--- src/rtl/gateway_tx_route_if.sv ---
// gateway_tx_route_if
//
// Purpose: AXI-Stream bundle used for both the input (vFPGA TX) and the
// output (towards the vlan_tagger) side of gateway_tx_route.
//
// Signals:
//   tdata   DATA_BITS      beat payload
//   tkeep   DATA_BITS/8    byte enables
//   tlast   1              last beat of a packet
//   tvalid  1              source has a beat
//   tready  1              sink accepts the beat
//
// Modports:
//   master  drives tdata/tkeep/tlast/tvalid, samples tready
//   slave   samples tdata/tkeep/tlast/tvalid, drives tready
interface gateway_tx_route_if #(
  parameter int DATA_BITS = 512
);
  logic [DATA_BITS-1:0]   tdata;
  logic [DATA_BITS/8-1:0] tkeep;
  logic                   tlast;
  logic                   tvalid;
  logic                   tready;

  modport master (output tdata, output tkeep, output tlast, output tvalid, input tready);
  modport slave  (input tdata, input tkeep, input tlast, input tvalid, output tready);
endinterface

--- src/rtl/gateway_tx_route.sv ---
// gateway_tx_route
//
// Purpose: TX-path routing enforcement. Each outgoing packet's requested
// destination (s_dst, sampled on the head beat) is checked against a
// host-programmed capability table. Permitted packets are forwarded through a
// single register stage together with a 14-bit route word
// {src_node, src_vfpga, dst_node, dst_vfpga, 2'b00}; disallowed packets are
// swallowed whole and counted.
//
// Ports:
//   aclk, aresetn   clock, asynchronous active-low reset
//   cfg_valid       one-cycle write strobe for cfg_data
//   cfg_data[13:0]  [13:8] allowed dst, [7:2] this node/vfpga, [1:0] slot
//   s_axis          input stream (slave modport)
//   s_dst[5:0]      {dst_node, dst_vfpga} of the packet, head beat only
//   m_axis          output stream (master modport)
//   m_route[13:0]   route word for the packet currently on m_axis
//   pkt_cnt         forwarded packets, saturating
//   drop_cnt        dropped packets, saturating
//
// Parameters:
//   N_DESTS    capability table slots (1..4)
//   DATA_BITS  stream data width
//
// Build option:
//   VIU_TX_LOOPBACK_DROP_EN  when defined, a packet addressed to this node's
//                            own {node, vfpga} is dropped even if the table
//                            would allow it.
module gateway_tx_route #(
  parameter int N_DESTS   = 4,
  parameter int DATA_BITS = 512
) (
  input  logic                aclk,
  input  logic                aresetn,
  input  logic                cfg_valid,
  input  logic [13:0]         cfg_data,
  gateway_tx_route_if.slave   s_axis,
  input  logic [5:0]          s_dst,
  gateway_tx_route_if.master  m_axis,
  output logic [13:0]         m_route,
  output logic [31:0]         pkt_cnt,
  output logic [31:0]         drop_cnt
);

  typedef enum logic [1:0] {
    HEAD = 2'd0,
    FWD  = 2'd1,
    DROP = 2'd2
  } state_t;

  state_t             state;
  logic [5:0]         tbl_dst [N_DESTS];
  logic [N_DESTS-1:0] tbl_vld;
  logic [5:0]         identity;

  logic table_hit;
  logic allowed;
  logic out_free;
  logic accept;
  logic load;

  // Destination lookup against the currently programmed table. A write in
  // the same cycle lands on the clock edge, so a head beat always sees the
  // pre-write contents.
  always_comb begin
    table_hit = 1'b0;
    for (int i = 0; i < N_DESTS; i++) begin
      if (tbl_vld[i] && (tbl_dst[i] == s_dst)) begin
        table_hit = 1'b1;
      end
    end
  end

  // Destination 0 is the external network and is always reachable.
`ifdef VIU_TX_LOOPBACK_DROP_EN
  assign allowed = ((s_dst == 6'd0) || table_hit) && (s_dst != identity);
`else
  assign allowed = (s_dst == 6'd0) || table_hit;
`endif

  assign out_free = !m_axis.tvalid || m_axis.tready;

  // A disallowed head beat never needs the output register, so it is taken
  // even while the output is stalled; the same holds for the rest of a
  // dropped packet.
  always_comb begin
    s_axis.tready = 1'b0;
    if (aresetn) begin
      case (state)
        DROP:    s_axis.tready = 1'b1;
        HEAD:    s_axis.tready = !allowed || out_free;
        default: s_axis.tready = out_free;
      endcase
    end
  end

  assign accept = s_axis.tvalid && s_axis.tready;
  assign load   = accept && ((state == FWD) || ((state == HEAD) && allowed));

  // Packet FSM, output register stage, counters and configuration state.
  always_ff @(posedge aclk or negedge aresetn) begin
    if (!aresetn) begin
      state         <= HEAD;
      m_axis.tvalid <= 1'b0;
      m_axis.tdata  <= '0;
      m_axis.tkeep  <= '0;
      m_axis.tlast  <= 1'b0;
      m_route       <= '0;
      pkt_cnt       <= '0;
      drop_cnt      <= '0;
      tbl_vld       <= '0;
      identity      <= 6'b01_0000;
      for (int i = 0; i < N_DESTS; i++) begin
        tbl_dst[i] <= '0;
      end
    end else begin
      if (m_axis.tvalid && m_axis.tready) begin
        m_axis.tvalid <= 1'b0;
      end

      if (load) begin
        m_axis.tvalid <= 1'b1;
        m_axis.tdata  <= s_axis.tdata[DATA_BITS-1:0];
        m_axis.tkeep  <= s_axis.tkeep[DATA_BITS/8-1:0];
        m_axis.tlast  <= s_axis.tlast;
      end

      if (accept) begin
        case (state)
          HEAD: begin
            if (allowed) begin
              m_route <= {identity, s_dst, 2'b00};
              if (pkt_cnt != 32'hFFFF_FFFF) begin
                pkt_cnt <= pkt_cnt + 32'd1;
              end
              state <= s_axis.tlast ? HEAD : FWD;
            end else begin
              if (drop_cnt != 32'hFFFF_FFFF) begin
                drop_cnt <= drop_cnt + 32'd1;
              end
              state <= s_axis.tlast ? HEAD : DROP;
            end
          end
          FWD: begin
            if (s_axis.tlast) begin
              state <= HEAD;
            end
          end
          DROP: begin
            if (s_axis.tlast) begin
              state <= HEAD;
            end
          end
          default: state <= HEAD;
        endcase
      end

      // Slot indices that do not exist in this build match no loop
      // iteration and are therefore ignored.
      if (cfg_valid) begin
        if (cfg_data[7:2] != 6'd0) begin
          identity <= cfg_data[7:2];
        end
        for (int i = 0; i < N_DESTS; i++) begin
          if (cfg_data[1:0] == 2'(i)) begin
            tbl_dst[i] <= cfg_data[13:8];
            tbl_vld[i] <= (cfg_data[13:8] != 6'd0);
          end
        end
      end
    end
  end

endmodule

--- src/flat_wrapper.sv ---
// flat-port wrapper written by rule: the top's interface ports become plain ports
module gateway_tx_route_flat 
#(
  parameter int N_DESTS   = 4,
  parameter int DATA_BITS = 512
)
  (aclk, aresetn, cfg_valid, cfg_data, s_dst, m_route, pkt_cnt, drop_cnt, s_axis_tdata, s_axis_tkeep, s_axis_tlast, s_axis_tvalid, s_axis_tready, m_axis_tdata, m_axis_tkeep, m_axis_tlast, m_axis_tvalid, m_axis_tready);
  gateway_tx_route_if #(.DATA_BITS(DATA_BITS)) s_axis_i ();
  gateway_tx_route_if #(.DATA_BITS(DATA_BITS)) m_axis_i ();
  input  logic aclk;
  input  logic aresetn;
  input  logic cfg_valid;
  input  logic [13:0] cfg_data;
  input  logic [5:0] s_dst;
  output logic [13:0] m_route;
  output logic [31:0] pkt_cnt;
  output logic [31:0] drop_cnt;
  input wire logic [$bits(s_axis_i.tdata)-1:0] s_axis_tdata;
  input wire logic [$bits(s_axis_i.tkeep)-1:0] s_axis_tkeep;
  input wire logic [$bits(s_axis_i.tlast)-1:0] s_axis_tlast;
  input wire logic [$bits(s_axis_i.tvalid)-1:0] s_axis_tvalid;
  output wire logic [$bits(s_axis_i.tready)-1:0] s_axis_tready;
  output wire logic [$bits(m_axis_i.tdata)-1:0] m_axis_tdata;
  output wire logic [$bits(m_axis_i.tkeep)-1:0] m_axis_tkeep;
  output wire logic [$bits(m_axis_i.tlast)-1:0] m_axis_tlast;
  output wire logic [$bits(m_axis_i.tvalid)-1:0] m_axis_tvalid;
  input wire logic [$bits(m_axis_i.tready)-1:0] m_axis_tready;
  assign s_axis_i.tdata = s_axis_tdata;
  assign s_axis_i.tkeep = s_axis_tkeep;
  assign s_axis_i.tlast = s_axis_tlast;
  assign s_axis_i.tvalid = s_axis_tvalid;
  assign s_axis_tready = s_axis_i.tready;
  assign m_axis_tdata = m_axis_i.tdata;
  assign m_axis_tkeep = m_axis_i.tkeep;
  assign m_axis_tlast = m_axis_i.tlast;
  assign m_axis_tvalid = m_axis_i.tvalid;
  assign m_axis_i.tready = m_axis_tready;
  gateway_tx_route #(.N_DESTS(N_DESTS), .DATA_BITS(DATA_BITS)) u_core (.aclk(aclk), .aresetn(aresetn), .cfg_valid(cfg_valid), .cfg_data(cfg_data), .s_axis(s_axis_i), .s_dst(s_dst), .m_axis(m_axis_i), .m_route(m_route), .pkt_cnt(pkt_cnt), .drop_cnt(drop_cnt));
endmodule
--- config.mk ---
export PLATFORM = sky130hd
export DESIGN_NAME = gateway_tx_route_flat
export DESIGN_NICKNAME = d
export VERILOG_FILES = /design/src/rtl/gateway_tx_route_if.sv /design/src/rtl/gateway_tx_route.sv /design/src/flat_wrapper.sv
export SDC_FILE = /design/constraint.sdc
export NUM_CORES = 1
export LEC_CHECK = 0
export ABC_AREA = 1
export ABC_CLOCK_PERIOD_IN_PS = 1850
export BUFFER_PORTS_ARGS = -buffer_cell sky130_fd_sc_hd__buf_4
export CELL_PAD_IN_SITES_DETAIL_PLACEMENT = 1
export CELL_PAD_IN_SITES_GLOBAL_PLACEMENT = 2
export CORE_AREA = 2 2 488 490
export CTS_CLUSTER_DIAMETER = 120
export DETAILED_ROUTE_END_ITERATION = 10
export DIE_AREA = 0 0 490 492
export GPL_TIMING_DRIVEN = 1
export PLACE_DENSITY = 0.49
export SLEW_MARGIN = 15
export SYNTH_ARGS = -nofsm -noshare
export SYNTH_HDL_FRONTEND = slang
export SYNTH_SLANG_ARGS = --single-unit
--- constraint.sdc ---
create_clock -name aclk -period 1.85 [get_ports aclk]
set_input_delay 0.185 -clock aclk [delete_from_list [all_inputs] [get_ports aclk]]
set_output_delay 0.185 -clock aclk [all_outputs]
set_load 0.01 [all_outputs]
## Word level (Yosys, flattened, before mapping)

Cells that the tools add are included.

- Flip-flop bits (word level): 690
- Bits in latches: 0
- RAM bits: 0
- Memory bits (read-only): 0
- Bits of input ports: 602
- Output and inout port bits: 657
- Logic and storage cells: 75
- Memories: 0

- $add $sub $neg: 2
- Multipliers: 0
- Divide/modulo/power cells: 0
- Order comparisons: 0
- Equal/unequal tests: 12
- Shift operators: 0
- Muxes and demuxes: 13
- Bitwise operators: 1
- Reductions and logical operators: 30

Operator list:

| operator | number |
|---|---|
| 32-bit by 1-bit adder with 32-bit output, second input constant | 2 |
| 32-bit != test, second input constant | 2 |
| 6-bit equality test | 4 |
| 2-bit AND reduction | 6 |
| 6-bit nonzero test | 2 |
| 1-bit logical AND | 8 |
| 1-bit two-way mux | 8 |
| 4-bit AND reduction | 2 |
| 2-bit equality test, second input constant | 3 |
| 6-bit logical NOT | 1 |
| 2-bit two-way mux | 3 |
| 2-bit by 1-bit equality test with 1-bit output, second input constant | 2 |
| 2-bit logical NOT | 2 |
| 1-bit logical OR | 4 |
| 2-bit one-hot mux with 2 select lines | 1 |
| 3-bit AND reduction | 1 |
| 1-bit logical NOT | 2 |
| 2-bit by 1-bit != test with 1-bit output, second input constant | 1 |
| 1-bit one-hot mux with 2 select lines | 1 |
| 2-bit nonzero test | 1 |
| 2-bit OR reduction | 1 |
| 1-bit inverter | 1 |

## Depth between registers and ports, before layout

Gate-level depths: netlist (run 1).

- Depth in word-level cells: 14
- Mapped depth: 18
- Gate-level depth less buffers: 15

## Least setup slack after synthesis (run 1)

OpenSTA, ideal clock, no wires.

- Path type: reg-to-reg
- Start point: register u_core.drop_cnt[0]
- End point: register u_core.drop_cnt[23]
- Setup time: 83 ps
- Arrival: 1991 ps
- Required time: 1767 ps
- Setup slack: -223 ps
- Cell stages (with the launch flop): 11
- Buffers on the path: 1
- Cells stage by stage: dfrtp_1 -> ha_1 -> nand3_1 -> nor2_1 -> nand4_1 -> nor4_1 -> a21oi_1 -> nand3_1 -> clkbuf_1 -> nand2_1 -> o21ai_0

- Word-level cells in the longest chain between the ends: 2

RTL lines:

| element | line | RTL |
|---|---|---|
| start: declaration | gateway_tx_route.sv:42 | `output logic [31:0] drop_cnt` |
| start signal: assignment | gateway_tx_route.sv:139 | `drop_cnt <= drop_cnt + 32'd1;` |
| branches (longest 2 deep; another with 32-bit by 1-bit adder with 32-bit output) | -- |  |

Several ways; the timed one is not identified.
A chain may end at the register's enable or synchronous reset.

## Final worst setup path (run 1)

- Start point: register u_core.tbl_dst[2] (netlist name)
- End point: register u_core.m_axis.tdata[437]

- Word-level cells in the longest chain between the ends: 10

RTL lines:

| element | line | RTL |
|---|---|---|
| start: declaration | gateway_tx_route.sv:52 | `logic [5:0] tbl_dst [N_DESTS];` |
| start signal: indexed assignment | gateway_tx_route.sv:166 | `tbl_dst[i] <= cfg_data[13:8];` |
| 6-bit equality test (*) | gateway_tx_route.sv:68 | `if (tbl_vld[i] && (tbl_dst[i] == s_dst)) begin` |
| 1-bit logical AND (*) | gateway_tx_route.sv:68 |  |
| 1-bit two-way mux (*) | gateway_tx_route.sv:68 |  |
| 1-bit logical OR (*) | gateway_tx_route.sv:78 | `assign allowed = (s_dst == 6'd0) \|\| table_hit;` |
| 1-bit logical NOT | gateway_tx_route.sv:91 | `HEAD: s_axis.tready = !allowed \|\| out_free;` |
| 1-bit logical OR | gateway_tx_route.sv:91 |  |
| 1-bit one-hot mux with 2 select lines | gateway_tx_route.sv:89 | `case (state)` |
| 1-bit two-way mux | gateway_tx_route.sv:88 | `if (aresetn) begin` |
| 1-bit logical AND | gateway_tx_route.sv:97 | `assign accept = s_axis.tvalid && s_axis.tready;` |
| 1-bit logical AND (*) | gateway_tx_route.sv:98 | `assign load = accept && ((state == FWD) \|\| ((state == HEAD) && allowed));` |
| end: declaration | gateway_tx_route_if.sv:25 | `modport master (output tdata, output tkeep, output tlast, output tvalid, input tready);` |

Every way passes the cells marked *; elsewhere a longest branch is shown, timed or not.

==> impl_summary.txt, run 1 <==
----------------------------------------------------
[Run status]
  Outcome ... finished, violations left
  Violated checks ... setup timing

[Timing]
  Number of endpoints failing setup at the final stage ... 661
  Highest clock rate ... 417 MHz
  Final number of max-transition violations ... 0
  RSZ-0062 raised after global routing ... true
  Fin. Hold Viols ... 0
  Least setup slack across all paths after layout ... -547 ps
  Worst setup skew after layout ... 32.3 ps
  Period utilization ... 1.30
  Final period demand of the worst path ... 2400 ps
  Setup TNS ... -278670 ps
  Slew at the pin closest to its max-slew limit ... 1080 ps
  Worst rel slew slack ... 0.278

[Route]
  Average wire per standard cell ... 22.4 um
  DRC violation count after routing ... 0
  Final ANT Viol Nets ... 0
  Initial detailed-routing violation count ... 1382
  Via count normalized by instance count ... 3.56
  Detailed Route WL ... 195 mm
  Via count ... 31072
  Pre-antenna DRT Iters ... 5

[Worst setup path]
  Setup crit end kind ... flop
  Critical Path Fanout Max ... 18
  Worst setup slack for register-to-register paths ... -550 ps
  Worst setup path startpoint ... u_core.tbl_dst[2]
  Depth of the worst register-to-register path ... 17
  Startpoint type of the worst setup path ... flop
  Crit path capture ... u_core.m_axis.tdata[437]
  Capture point of the worst reg-to-reg path ... u_core.m_axis.tdata[437]
  Crit path required time ... 2440 ps
  Worst EP arrival ... 2990 ps
  Worst reg2reg startpoint ... u_core.tbl_dst[2]
  Path type of the worst setup path ... reg -> reg

[Finish]
  Count of fill cells added during filler insertion ... 27516
  Commonest cells after routing, fill and taps aside ... buf_4 (1431), nand2_1 (736), dfrtp_1 (687)
  Sequential Area ... 17300 um^2
  Syn-to-layout area delta ... 89.9%
  Layout cell share with drive strength beyond 1 ... 0.358
  Utilization of the core after routing ... 0.236
  Layout Nets ... 6060
  Non-filler instance count after layout ... 8727
  Commonest non-fill, non-tap cell in the layout ... buf_4
  Area taken by multi-input logic gates ... 9440 um^2
  Final std cell area, no fill ... 55900 um^2

[Clocking]
  Number of buffers on the longest clock path ... 3
  Total clock buffers created by CTS ... 98
  Clk slew on worst S/H paths ... 60 ps
  Worst-Skew Late Latency ... 720 ps
  Sink Count ... 690
  Depth of the CTS H-tree ... 3
  TritonCTS clock tree ... yes
  Root buffer selected by CTS ... clkbuf_16

[Pwr]
  Cell Pwr Density ... 1390 nW/um^2
  Total power of the final layout ... 77.7 mW
  Leakage ... 28.5 nW
  Maximum VDD drop ... 0.745 mV

[Floorplan]
  Starting density of the core ... 0.125
  Y dimension of the die ... 492 um
  Total die area ... 241000 um^2
  Io pins ... 1259
  Core region area ... 236000 um^2
  Chip width ... 490 um
  Number of core rows ... 179

[Place]
  Final HPWL from detailed placement ... 153 mm
  Final Wtd Congestion ... 0.904
  Port bufs ... 1256
  Placed Instance Area ... 43900 um^2
  Total instance count after detailed placement ... 7842

[Global routing]
  Overall overflow remaining after global route ... 0
  Wire length of the first global-routing pass ... 265 mm
  GRT Overall Usage ... 0.154
  Number of global-route vias before repair ... 32870
  Initial antenna violation count ... 79
  Maximum number of pins on one net before global-route repair ... 141

[Synth]
  Sequential element share of the synthesized area ... 0.587
  Number of distinct standard cells referenced by the synthesized netlist ... 31
  Cells after Synth ... 3349
  Flip-flop cell with the highest count after synthesis ... dfrtp_1
  Post-synthesis register bit count ... 690
  Avg Inst Size Synth ... 8.78 um^2
  Total of warnings raised by yosys ... 0
  Post-synthesis instance area ... 29400 um^2
  EDFF count, synth ... 0
  Async set or reset register ratio after synthesis ... 1.00

[Job]
  Number of violations of the max-capacitance limit ... 0

[Min path]
  Kind of path behind the tightest hold check ... in -> async

----------------------------------------------------
stage by stage:
stage	hold WS, ps	setup WS [ps]
after CTS	41.3	-599
final	94.9	-547
after global placement	209	-555
after floorplan	-111	-89.5
after detailed placement	200	-551
after global routing	57.1	-706
how the worst min path moves through the flow:
stage	cells past startpoint	start	endpoint	slack, ps
final	3	aresetn	u_core.state[1]	90
after global routing	3	aresetn	u_core.state[1]	60
after CTS	3	aresetn	u_core.state[1]	40
after detailed placement	2	aresetn	u_core.state[1]	200
after global placement	2	aresetn	u_core.state[1]	210
after floorplan	0	aresetn	u_core.drop_cnt[0]	-110
Yosys cell counts (all sizes together) (2+ instances only):
cell      n  area, um^2
nor2     66         250
nor4     16         106
nand3    58         295
o21bai   32         240
a21oi     4        20.0
inv     695        2610
dfrtp   689       17200
nand4    16         100
xnor2    19         166
nor3     39         195
mux2      2        22.5
or2       2        12.5
ha        5        62.6
nand2   859        3220
clkbuf   23        86.3
xor2     43         377
o21ai   646        3230
buf     130        1110
critical path, stage by stage (launching register included):
cell and delay, ps:
dfrtp_1 360, buf_4 110, nand2_1 40, nand2_1 80
nor2_2 50, nand3_2 70, nand2_2 70, nor2_4 150
nand3_4 100, a21boi_4 200, buf_6 120, nand3_4 130
buf_12 190, buf_16 150, buf_12 150, buf_12 150
nand2_1 60, o21ai_1 60
final cells by class:
cell class / count / share of cell area
Antenna cell: 27 / 0.00121
Clock buffer: 145 / 0.0525
Clock inverter: 35 / 0.00663
Inverter: 695 / 0.0467
Multi-Input combinational cell: 1812 / 0.169
Sequential cell: 690 / 0.309
Tap cell: 3167 / 0.0709
Timing Repair Buffer: 2156 / 0.344
sequential cells by signal, summed over array words and instances, names as in the netlist:
name / cells
u_core.tbl_dst: 24
u_core.state: 2
u_core.m_axis.tvalid: 1
u_core.pkt_cnt: 32
u_core.m_axis.tkeep: 64
u_core.identity: 6
u_core.m_axis.tdata: 512
u_core.tbl_vld: 4
u_core.m_axis.tlast: 1
u_core.drop_cnt: 32
u_core.m_route: 12
logic make-up after synthesis:
group	count (synthesis)	synth area share
other	1	0.000127
AO/OA/AOI/OAI	683	0.119
XOR/XNOR	62	0.0185
AND/OR/NAND/NOR	1058	0.143
buffers and inverters	848	0.129
multiplexers	2	0.000766
adder cells (fa/ha/maj)	5	0.00213
flip-flops	690	0.587
per-layer routing:
| layer | global-route usage | vias up | wire [um] |
|---|---|---|---|
| met4 | 0.0374 | 26 | 5260 |
| met2 | 0.254 | 1053 | 91700 |
| met5 | 0 | - | 185 |
| met3 | 0.0446 | 251 | 13600 |
| met1 | 0.195 | 15184 | 84400 |
| li1 | - | 14558 | - |
what timing repair did:
item                                    CTS  global route
endpoints found under the hold margin  1153             0
pin swaps                                 7            16
setup buffers                            13             5
hold buffers                            617             0
gates resized for setup                  32           337
setup endpoints to repair               657           663
gates cloned                             12            32
power breakdown:
part / total, mW / internal (mW) / switching, mW
registers: 26.2 / 21.5 / 4.69
clock network: 19.8 / 11.6 / 8.12
logic: 31.7 / 14.8 / 16.9
total: 77.7 / 48.0 / 29.7
(Power assumes the default switching activity.)
==> inputs of run 2 (changes only) <==
--- a/config.mk
+++ b/config.mk
@@ -6,7 +6,6 @@
 export NUM_CORES = 1
 export LEC_CHECK = 0
 export ABC_AREA = 1
-export ABC_CLOCK_PERIOD_IN_PS = 1850
 export BUFFER_PORTS_ARGS = -buffer_cell sky130_fd_sc_hd__buf_4
 export CELL_PAD_IN_SITES_DETAIL_PLACEMENT = 1
 export CELL_PAD_IN_SITES_GLOBAL_PLACEMENT = 2
@@ -15,7 +14,7 @@
 export DETAILED_ROUTE_END_ITERATION = 10
 export DIE_AREA = 0 0 490 492
 export GPL_TIMING_DRIVEN = 1
-export PLACE_DENSITY = 0.49
+export PLACE_DENSITY = 0.47
 export SLEW_MARGIN = 15
 export SYNTH_ARGS = -nofsm -noshare
 export SYNTH_HDL_FRONTEND = slang
==> constraint.sdc (replaced) <==
create_clock -name aclk -period 2.3 [get_ports aclk]
set_input_delay 0.23 -clock aclk [delete_from_list [all_inputs] [get_ports aclk]]
set_output_delay 0.23 -clock aclk [all_outputs]
set_load 0.01 [all_outputs]
==> run 2 against run 1 <==
  * The flow still finishes with violations (setup timing)
  * Routed wire length increased by 2.1%
  * Global-route usage increased by 0.45 points
  * Critical path depth increased by 1
  * Fmax decreased by 6.3%
  * Via count decreased by 1.0%
  * Total power decreased by 22%
  * Design area decreased by 3.1%
  * Sequential share of layout area increased by 0.98 points
  * Clock skew increased by 13 ps
  * Sequential cell count unchanged
  * Count of clock-buffer cells in the layout decreased by 5
  * Worst hold slack improved by 150 ps
  * Critical endpoint is now u_core.m_axis.tdata[284]
==> impl_summary.txt, run 2 (same netlist as run 1, synthesis figures left out) <==
----------------------------------------------------
[Run status]
  Outcome ... finished, violations left (unchanged)
  Violated checks ... setup timing (unchanged)

[Floorplan]
  Y dimension of the die ... 492 um (unchanged)
  Total die area ... 241000 um^2 (unchanged)
  Chip width ... 490 um (unchanged)
  Starting density of the core ... 0.125 (unchanged)
  Io pins ... 1259 (unchanged)
  Core region area ... 236000 um^2 (unchanged)
  Number of core rows ... 179 (unchanged)

[Clocking]
  Total clock buffers created by CTS ... 98 (unchanged)
  TritonCTS clock tree ... yes (unchanged)
  Sink Count ... 690 (unchanged)
  Number of buffers on the longest clock path ... 3 (unchanged)
  Clk slew on worst S/H paths ... 60 ps (about the same)
  Depth of the CTS H-tree ... 3 (unchanged)
  Worst-Skew Late Latency ... 740 ps (was 720 ps)
  Root buffer selected by CTS ... clkbuf_16 (unchanged)

[Finish]
  Syn-to-layout area delta ... 84.0% (was 89.9%)
  Commonest non-fill, non-tap cell in the layout ... buf_4 (unchanged)
  Count of fill cells added during filler insertion ... 27694 (was 27516)
  Final std cell area, no fill ... 54100 um^2 (was 55900 um^2)
  Layout Nets ... 6001 (was 6060)
  Commonest cells after routing, fill and taps aside ... buf_4 (1385), nand2_1 (858), dfrtp_1 (689) (was buf_4 (1431), nand2_1 (736), dfrtp_1 (687))
  Layout cell share with drive strength beyond 1 ... 0.308 (was 0.358)
  Largest register FFs ... 512 (unchanged)
  Area taken by multi-input logic gates ... 8470 um^2 (was 9440 um^2)
  Top reg by flops ... u_core.m_axis.tdata (unchanged)
  Registers with the most flip-flops ... u_core.m_axis.tdata x512, u_core.m_axis.tkeep x64 (unchanged)
  Sequential Area ... 17300 um^2 (about the same)

[Place]
  Final HPWL from detailed placement ... 156 mm (was 153 mm)
  Post-Place Setup Slack ... -210 ps (was -551 ps)
  Placed Instance Area ... 43400 um^2 (was 43900 um^2)
  Port bufs ... 1256 (unchanged)
  Final Wtd Congestion ... 0.900 (was 0.904)

[Worst setup path]
  Library cell appearing most often on the critical path ... buf_12
  Crit path required time ... 2920 ps (was 2440 ps)
  Critical Path Fanout Max ... 22 (was 18)
  Peak per-stage delay on the critical path ... 380 ps (was 360 ps)
  Cell type of the slowest stage on the worst timing path ... dfrtp_1 (unchanged)
  List of cells traversed by the critical path ... inv_1 -> nand2_1 -> o21ai_1 -> buf_4 -> nand3b_1 -> nor2_1 -> nor2_2 -> nand3_2 -> a21boi_4 -> buf_4 -> nand3_4 -> buf_12 -> buf_16 -> buf_12 -> buf_16 -> buf_12 -> nand2_1 -> o21ai_1 (was buf_4 -> nand2_1 -> nand2_1 -> nor2_2 -> nand3_2 -> nand2_2 -> nor2_4 -> nand3_4 -> a21boi_4 -> buf_6 -> nand3_4 -> buf_12 -> buf_16 -> buf_12 -> buf_12 -> nand2_1 -> o21ai_1)
  Worst EP arrival ... 3180 ps (was 2990 ps)
  Path type of the worst setup path ... reg -> reg (unchanged)
  Startpoint type of the worst setup path ... flop (unchanged)
  Setup crit end kind ... flop (unchanged)

[Pwr]
  Clock power frac ... 0.255 (was 0.254)
  Total power of the final layout ... 60.6 mW (was 77.7 mW)
  P_sw ... 23.3 mW (was 29.7 mW)
  Switching power share of the total ... 0.385 (was 0.383)
  Cell Pwr Density ... 1120 nW/um^2 (was 1390 nW/um^2)
  Internal Pwr Total ... 37.3 mW (was 48.0 mW)
  Leakage ... 27.9 nW (was 28.5 nW)
  Proportion of power drawn by combinational gates ... 0.397 (was 0.409)
  Maximum VDD drop ... 0.625 mV (was 0.745 mV)
  Part of the power in registers ... 0.348 (was 0.337)

[Global routing]
  Wire length of the first global-routing pass ... 270 mm (was 265 mm)
  GRT Overall Usage ... 0.158 (was 0.154)
  Initial antenna violation count ... 98 (was 79)
  Maximum number of pins on one net before global-route repair ... 136 (was 141)
  Number of global-route vias before repair ... 32780 (was 32870)
  Overall overflow remaining after global route ... 0 (unchanged)

[Timing]
  Final number of max-transition violations ... 0 (unchanged)
  Period utilization ... 1.11 (was 1.30)
  Number of endpoints failing setup at the final stage ... 619 (was 661)
  Highest clock rate ... 391 MHz (was 417 MHz)
  Least setup slack across all paths after layout ... -257 ps (was -547 ps)
  Worst setup skew after layout ... 45.1 ps (was 32.3 ps)
  RSZ-0062 raised after global routing ... true (unchanged)
  Worst rel slew slack ... 0.354 (was 0.278)
  Final period demand of the worst path ... 2560 ps (was 2400 ps)
  Slew at the pin closest to its max-slew limit ... 970 ps (was 1080 ps)
  Fin. Hold Viols ... 0 (unchanged)
  Fin Hold WS ... 243 ps (was 94.9 ps)

[Route]
  DRC violation count after routing ... 0 (unchanged)
  Via count ... 30760 (was 31072)
  Via count normalized by instance count ... 3.55 (was 3.56)
  Detailed Route WL ... 199 mm (was 195 mm)
  Initial detailed-routing violation count ... 1327 (was 1382)
  Pre-antenna DRT Iters ... 5 (unchanged)
  Final ANT Viol Nets ... 0 (unchanged)
  Average wire per standard cell ... 23.0 um (was 22.4 um)

[Job]
  Number of violations of the max-capacitance limit ... 0 (unchanged)

[Min path]
  Kind of path behind the tightest hold check ... in -> async (unchanged)

----------------------------------------------------
[run 2: cell count changes in the layout (fill, tap and decap cells not counted), moves of 10 or more]
cell	change
o21ai_1	+90
clkbuf_16	-10
buf_12	-15
nand2_4	-54
nand2_2	-68
buf_4	-46
nand2_1	+122
buf_6	+11
o21ai_2	-92
[run 2: path summary, 6_finish.rpt]
kind                                     from                       end  slack [ps]  cells past startpoint
hold reg to reg            u_core.identity[3]        u_core.m_route[11]         460                      2
setup / recovery           u_core.tbl_dst[23]  u_core.m_axis.tdata[284]        -260                     18
min in group aclk           s_axis_tdata[145]  u_core.m_axis.tdata[145]         290                      4
setup reg to reg           u_core.tbl_dst[23]  u_core.m_axis.tdata[284]        -260                     18
hold / removal                        aresetn        u_core.pkt_cnt[10]         240                      3
max in group asynchronous             aresetn  u_core.m_axis.tdata[303]         930                      4
[run 2: power groups by stage]
stage	clock (mW)	sequential (mW)	combinational, mW
after floorplan	0	22.7	5.62
after global placement	0	21.2	23.2
after detailed placement	0	21.3	23.3
after CTS	16.3	21.2	24.6
after global routing	16.6	21.8	26.2
final	15.5	21.1	24.1
[run 2: what timing repair did]
item | in CTS | in global routing
endpoints found under the setup margin | 552 | 649
pin swaps | 3 | 4
gates cloned | 15 | 19
gates resized for setup | 49 | 34
hold buffers | 610 | 0
setup buffers | 14 | 10
hold endpoints to repair | 1058 | 0
[run 2: layout make-up]
class | count | area share
well taps | 3167 | 0.0732
clock buffers | 140 | 0.0525
flip-flops and latches | 690 | 0.319
diodes | 26 | 0.00120
clock inverters | 32 | 0.00624
repair buffers | 2097 | 0.343
inverters | 695 | 0.0482
multi-input cells | 1812 | 0.156
[run 2: layer usage]
metal / GRT usage / vias up / share of wire / wire length, um
li1: - / 14434 / - / -
met4: 0.0344 / 42 / 0.024 / 4870
met5: 0 / - / 0.0013 / 258
met2: 0.278 / 1005 / 0.49 / 98600
met3: 0.0512 / 295 / 0.075 / 15000
met1: 0.186 / 14984 / 0.40 / 80600
[run 2: per-stage QoR]
| stage | TNS [ps] | util | cells |
|---|---|---|---|
| 2_1_floorplan | 0 | - | 3350 |
| 3_3_place_gp | -38960 | 0.183 | 7793 |
| 3_5_place_dp | -55000 | 0.183 | 7793 |
| 4_1_cts | -72750 | 0.226 | 8604 |
| 5_1_grt | -149950 | 0.229 | 8646 |
| 6_report | -89700 | 0.229 | 8659 |
[run 2: worst max-delay path: cells and delay by family (launching register included)]
kind                   cells  cell delay [ps]
flip-flops                 1              380
AO/OA/AOI/OAI              3              320
buffers and inverters      8             1090
AND/OR/NAND/NOR            7              590
